===== config.mk =====
export PLATFORM = sky130hd
export DESIGN_NAME = uart_tx_buffered
export DESIGN_NICKNAME = d
export VERILOG_FILES = /design/src/rtl/uart_pkg.sv /design/src/rtl/sync_fifo.sv /design/src/rtl/uart_tx_buffered.sv
export SDC_FILE = /design/constraint.sdc
export NUM_CORES = 1
export LEC_CHECK = 0
export BUFFER_PORTS_ARGS = -buffer_cell sky130_fd_sc_hd__buf_4
export CAP_MARGIN = 25
export CORE_ASPECT_RATIO = 0.6
export CORE_UTILIZATION = 60
export CTS_CLUSTER_DIAMETER = 100
export DETAILED_ROUTE_END_ITERATION = 8
export PLACE_DENSITY = 0.86
export SYNTH_ARGS = -nofsm -noshare
export SYNTH_HDL_FRONTEND = slang
export SYNTH_SLANG_ARGS = --single-unit
export TNS_END_PERCENT = 1

===== constraint.sdc =====
create_clock -name clk -period 2.75 [get_ports clk]
set_input_delay 0.4125 -clock clk [delete_from_list [all_inputs] [get_ports clk]]
set_output_delay 0.4125 -clock clk [all_outputs]
set_load 0.03 [all_outputs]

===== src/rtl/uart_pkg.sv =====
// rtl/uart_pkg.sv - shared UART types, framing constants and baud divisor helper
package uart_pkg;

    localparam int DATA_BITS = 8;
    localparam int STOP_BITS = 1;

    typedef enum logic [1:0] {
        ST_IDLE  = 2'd0,
        ST_START = 2'd1,
        ST_DATA  = 2'd2,
        ST_STOP  = 2'd3
    } tx_state_t;

    function automatic int calc_clks_per_bit(input int clk_freq, input int baud);
        return clk_freq / baud;
    endfunction

endpackage


===== src/rtl/sync_fifo.sv =====
// rtl/sync_fifo.sv - single-clock show-ahead FIFO with registered full/empty flags
module sync_fifo #(
    parameter int WIDTH = 8,
    parameter int DEPTH = 16
) (
    input  logic                     clk,
    input  logic                     rst_n,
    input  logic                     wr_en,
    input  logic [WIDTH-1:0]         din,
    input  logic                     rd_en,
    output logic [WIDTH-1:0]         dout,
    output logic                     full,
    output logic                     empty,
    output logic [$clog2(DEPTH):0]   count
);

    localparam int AW = $clog2(DEPTH);

    logic [WIDTH-1:0] r_mem [DEPTH];
    logic [AW-1:0]    r_wr_ptr;
    logic [AW-1:0]    r_rd_ptr;
    logic [AW:0]      r_count;
    logic             r_full;
    logic             r_empty;

    logic             w_do_rd;
    logic             w_do_wr;
    logic [AW:0]      w_count_nxt;

    // A pop in the same cycle frees a slot, so a full FIFO can still take a write.
    assign w_do_rd = rd_en && !r_empty;
    assign w_do_wr = wr_en && (!r_full || w_do_rd);

    always_comb begin
        w_count_nxt = r_count;
        if (w_do_wr && !w_do_rd) begin
            w_count_nxt = r_count + 1'b1;
        end else if (!w_do_wr && w_do_rd) begin
            w_count_nxt = r_count - 1'b1;
        end
    end

    always_ff @(posedge clk or negedge rst_n) begin
        if (!rst_n) begin
            r_wr_ptr <= '0;
            r_rd_ptr <= '0;
            r_count  <= '0;
            r_full   <= 1'b0;
            r_empty  <= 1'b1;
        end else begin
            if (w_do_wr) begin
                r_wr_ptr <= r_wr_ptr + 1'b1;
            end
            if (w_do_rd) begin
                r_rd_ptr <= r_rd_ptr + 1'b1;
            end
            r_count <= w_count_nxt;
            r_full  <= (w_count_nxt == (AW+1)'(DEPTH));
            r_empty <= (w_count_nxt == '0);
        end
    end

    always_ff @(posedge clk) begin
        if (w_do_wr) begin
            r_mem[r_wr_ptr] <= din;
        end
    end

    assign dout  = r_mem[r_rd_ptr];
    assign full  = r_full;
    assign empty = r_empty;
    assign count = r_count;

endmodule


===== src/rtl/uart_tx_buffered.sv =====
// rtl/uart_tx_buffered.sv - FIFO-buffered 8N1 UART transmitter with internal baud timing
module uart_tx_buffered
    import uart_pkg::*;
#(
    parameter int CLK_FREQ   = 100_000_000,
    parameter int BAUD       = 9600,
    parameter int FIFO_DEPTH = 16
) (
    input  logic       clk,
    input  logic       rst_n,
    input  logic [7:0] din,
    input  logic       wr_en,
    output logic       full,
    output logic       empty,
    output logic       busy,
    output logic       overflow,
    output logic       tx
);

    localparam int CLKS_PER_BIT = calc_clks_per_bit(CLK_FREQ, BAUD);
    localparam int STOP_CLKS    = CLKS_PER_BIT * STOP_BITS;
    localparam int CW           = $clog2(STOP_CLKS + 1);
    localparam int CNT_W        = $clog2(FIFO_DEPTH) + 1;

    localparam logic [CW-1:0] BIT_LAST  = CW'(CLKS_PER_BIT - 1);
    localparam logic [CW-1:0] STOP_LAST = CW'(STOP_CLKS - 1);
    localparam logic [2:0]    LAST_BIT  = 3'(DATA_BITS - 1);

    tx_state_t        r_state;
    logic [CW-1:0]    r_baud_cnt;
    logic [2:0]       r_bit_idx;
    logic [7:0]       r_sh;
    logic             r_tx;
    logic             r_busy;
    logic             r_overflow;

    logic [7:0]       w_dout;
    logic             w_full;
    logic             w_empty;
    logic [CNT_W-1:0] w_count;
    logic             w_pop;

    sync_fifo #(
        .WIDTH (8),
        .DEPTH (FIFO_DEPTH)
    ) u_fifo (
        .clk   (clk),
        .rst_n (rst_n),
        .wr_en (wr_en),
        .din   (din),
        .rd_en (w_pop),
        .dout  (w_dout),
        .full  (w_full),
        .empty (w_empty),
        .count (w_count)
    );

    // Pop from idle, or on the last stop-bit cycle so the next start bit follows with no gap.
    assign w_pop = !w_empty &&
                   ((r_state == ST_IDLE) ||
                    (r_state == ST_STOP && r_baud_cnt == STOP_LAST));

    always_ff @(posedge clk or negedge rst_n) begin
        if (!rst_n) begin
            r_state    <= ST_IDLE;
            r_baud_cnt <= '0;
            r_bit_idx  <= '0;
            r_sh       <= '0;
            r_tx       <= 1'b1;
            r_busy     <= 1'b0;
            r_overflow <= 1'b0;
        end else begin
            r_overflow <= wr_en && (w_count == CNT_W'(FIFO_DEPTH)) && !w_pop;
            case (r_state)
                ST_IDLE: begin
                    if (w_pop) begin
                        r_sh       <= w_dout;
                        r_baud_cnt <= '0;
                        r_tx       <= 1'b0;
                        r_busy     <= 1'b1;
                        r_state    <= ST_START;
                    end
                end
                ST_START: begin
                    if (r_baud_cnt == BIT_LAST) begin
                        r_baud_cnt <= '0;
                        r_bit_idx  <= '0;
                        r_tx       <= r_sh[0];
                        r_state    <= ST_DATA;
                    end else begin
                        r_baud_cnt <= r_baud_cnt + 1'b1;
                    end
                end
                ST_DATA: begin
                    if (r_baud_cnt == BIT_LAST) begin
                        r_baud_cnt <= '0;
                        if (r_bit_idx == LAST_BIT) begin
                            r_tx    <= 1'b1;
                            r_state <= ST_STOP;
                        end else begin
                            r_sh      <= {1'b0, r_sh[7:1]};
                            r_tx      <= r_sh[1];
                            r_bit_idx <= r_bit_idx + 1'b1;
                        end
                    end else begin
                        r_baud_cnt <= r_baud_cnt + 1'b1;
                    end
                end
                ST_STOP: begin
                    if (r_baud_cnt == STOP_LAST) begin
                        r_baud_cnt <= '0;
                        if (w_pop) begin
                            r_sh    <= w_dout;
                            r_tx    <= 1'b0;
                            r_state <= ST_START;
                        end else begin
                            r_tx    <= 1'b1;
                            r_busy  <= 1'b0;
                            r_state <= ST_IDLE;
                        end
                    end else begin
                        r_baud_cnt <= r_baud_cnt + 1'b1;
                    end
                end
                default: begin
                    r_state <= ST_IDLE;
                end
            endcase
        end
    end

    assign tx       = r_tx;
    assign busy     = r_busy;
    assign overflow = r_overflow;
    assign full     = w_full;
    assign empty    = w_empty;

endmodule

==> results.tsv <==
metric	value	unit
PD cells	740	nW/um^2
hold_sp	wr_en	
Async SR Flop Fraction	26.0	%
I/O pin count	16	
Syn Inst Count	480	
max_cap viols	0	
nets@finish	531	
CTS H-tree lvls	4	
r2r worst-path depth	6	
Critical Path Max Stage Delay	420	ps
first-pass GRT wire length	24900	um
Reg clk slew, reported paths	60	ps
fin crit share	93.0	%
Yosys warning count	0	
min-delay worst type	primary input to flop	
measured slew at the worst slew-check pin	665	ps
Final Max Tran Viols	0	
Setup crit start kind	flop	
R2R Path End	u_fifo.r_mem[3][2]$_DFFE_PP_	
Hold EP	overflow$_DFF_PN0_	
Main synth FF type	edfxtp_1	
total CTS buffers	17	
Clock Latency Late Sink	430	ps
vias	4461	
adder-cell share of the synthesized area	2.63	%
Post-DP HPWL	10700	um
CP Capture Type	flop	
Syn Nets	507	
Site Rows	31	
status	finished clean	
pin count of the biggest net entering global routing	46	
Vert. Die Dim	89.3	um
final hold violation count	0	
largest family of logic cells by synthesized area	multiplexers	
Initial Utilization	62.3	%
Hold Crit Depth	3	
# setup viols final	0	
critical path type	flop to flop	
r2r startpoint	r_state[1]$_DFFE_PN0P_	
Clock Path Buffers	2	
mean post-synth cell area	15.9	um^2
Die X	147	um
setup_tns	0	ps
clock sink total	173	
Syn Std Cell Area	7620	um^2
layout cells sized above 1	23.1	%
Seq/Total Area, Yosys	65.3	%
critical path fanouts, max	8	
# diodes	0	
fmax	391	MHz
Final Critical Period	2560	ps
core area	12200	um^2
Starting DRT DRC Count	422	
vias in the first global route	4167	
Syn-to-layout area delta	11.3	%
total chip power	6.27	mW
Detailed Route WL	16400	um
wire per inst	24.1	um
multiplexer area fraction after synthesis	12.2	%
CTS tree	done	
CP cell instances	ha_1, and4b_1, nand4_1, a31oi_2, nor3b_2, and2_1	
Worst Clk Skew	8.62	ps
antenna viol nets, final	0	
library cells used by synthesis	63	
die area	13200	um^2
Arrival @ worst endpoint	2640	ps
compound-gate portion of the synthesized area	5.54	%
slowest stage cell, crit path	dfrtp_1	
vias per cell	6.56	
Synth Area in Simple Gates	10.2	%
I/O Buffers	15	
Relative slew margins	55.7	%
CP required	2830	ps
GPL Wtd Cong	0.890	
RSZ-0062 raised after global routing	false	
Worst IR Drop VDD	0.554	mV
LEAKAGE	3.04	nW
post-synthesis register bit count	173	
EDFF count, synth	128	
GRT Residual Overflow	0	
initial antenna violation count	0	
total track usage	27.1	%
XOR/XNOR Fraction of Synth Area	1.84	%
worst reg2reg setup slack	190	ps
drt first pass iters	5	
clock root buffer	clkbuf_16	
# DRC	0	
Yosys cell counts, types with 9 or more instances:
master / instances / share of area [%]
dfrtp_1: 43 / 14
and2_1: 17 / 1.4
nand3_1: 15 / 0.99
ha_1: 16 / 2.6
o21ai_0: 12 / 0.79
edfxtp_1: 128 / 50
nor2_1: 24 / 1.2
xor2_1: 9 / 1.0
inv_1: 12 / 0.59
mux2_2: 13 / 1.9
mux4_2: 34 / 10
nand2_1: 23 / 1.1
report_power, final:
| part | internal, mW | switching, mW |
|---|---|---|
| clock | 1.24 | 1.01 |
| sequential | 3.09 | 0.164 |
| combinational | 0.300 | 0.470 |
metal layers:
| metal | vias to the layer above | track usage, % | share of wire (%) |
|---|---|---|---|
| met5 | - | 0 | 0 |
| met4 | 0 | 10.0 | 1.8 |
| met3 | 30 | 6.99 | 9.9 |
| met2 | 253 | 38.4 | 44 |
| met1 | 2251 | 40.9 | 44 |
| li1 | 1927 | - | - |
logic make-up after synthesis:
group	Yosys count
AND/OR/NAND/NOR	134
flip-flops	173
multiplexers	49
AO/OA/AOI/OAI	56
buffers and inverters	36
adder cells (fa/ha/maj)	16
XOR/XNOR	16
worst max-delay path, delay by kind of cell (launching register included):
kind	cells	cell delay [ps]
AOI/OAI and AO/OA	1	340
and+or+nand+nor	4	1120
DFF	1	420
adders and majority gates	1	320
state kept, by name, summed over array words and instances (netlist names):
| register | cells |
|---|---|
| u_fifo.empty | 1 |
| r_baud_cnt | 14 |
| u_fifo.full | 1 |
| tx | 1 |
| r_sh | 8 |
| busy | 1 |
| u_fifo.r_wr_ptr | 4 |
| u_fifo.r_mem | 128 |
| r_state | 2 |
| r_bit_idx | 3 |
| u_fifo.r_rd_ptr | 4 |
| overflow | 1 |
| u_fifo.count | 5 |
cell usage in the layout (no fill, tap or decap), drive strengths merged, types with 6 or more instances in the layout:
master,netlist,routed
and2,17,17
and3,8,8
nor2,25,25
nand3,15,15
xnor2,7,7
nand2,23,23
o221ai,6,6
ha,16,16
nand4,8,8
a21oi,7,7
buf,15,26
clkinv,1,6
o21ai,20,20
xor2,9,9
nand2b,8,8
edfxtp,128,128
clkbuf,7,17
dfrtp,43,43
inv,13,17
mux2,13,13
mux4,34,34
how the worst max path moves through the flow:
stage / to / slack (ps) / from
global placement: u_fifo.r_mem[2][1]$_DFFE_PP_ / 320 / r_state[1]$_DFFE_PN0P_
detailed placement: u_fifo.r_mem[2][2]$_DFFE_PP_ / 240 / r_state[1]$_DFFE_PN0P_
floorplan: u_fifo.r_mem[4][0]$_DFFE_PP_ / 450 / r_state[1]$_DFFE_PN0P_
global route: u_fifo.r_mem[3][5]$_DFFE_PP_ / 60 / r_state[1]$_DFFE_PN0P_
finish: u_fifo.r_mem[3][2]$_DFFE_PP_ / 190 / r_state[1]$_DFFE_PN0P_
CTS: u_fifo.r_mem[3][2]$_DFFE_PP_ / 220 / r_state[1]$_DFFE_PN0P_
cell type report:
class,count,area (um^2)
clock inverters,13,119
fillers,763,3740
multi-input cells,271,2470
flip-flops and latches,173,4970
inverters,14,52.6
repair buffers,27,230
clock buffers,17,425
well taps,165,206
metrics by stage:
step,std cells,cell area (um^2),utilization (%),hold slack [ps],setup WS [ps]
2_1_floorplan,480,7620,-,117,454
3_3_place_gp,649,7920,64.8,438,323
3_5_place_dp,649,7920,64.8,453,244
4_1_cts,680,8470,69.4,269,220
5_1_grt,680,8470,69.4,287,58.0
6_report,680,8470,69.4,282,193
timing repair:
item / 4_1_cts / 5_1_grt
endpoints found under the hold margin: 4 / 0
gates resized for setup: 0 / 0
buffers inserted: 0 / 0
hold buffers: 1 / 0
endpoints found under the setup margin: 0 / 0
Note: power is estimated with default switching activity, not from simulation.
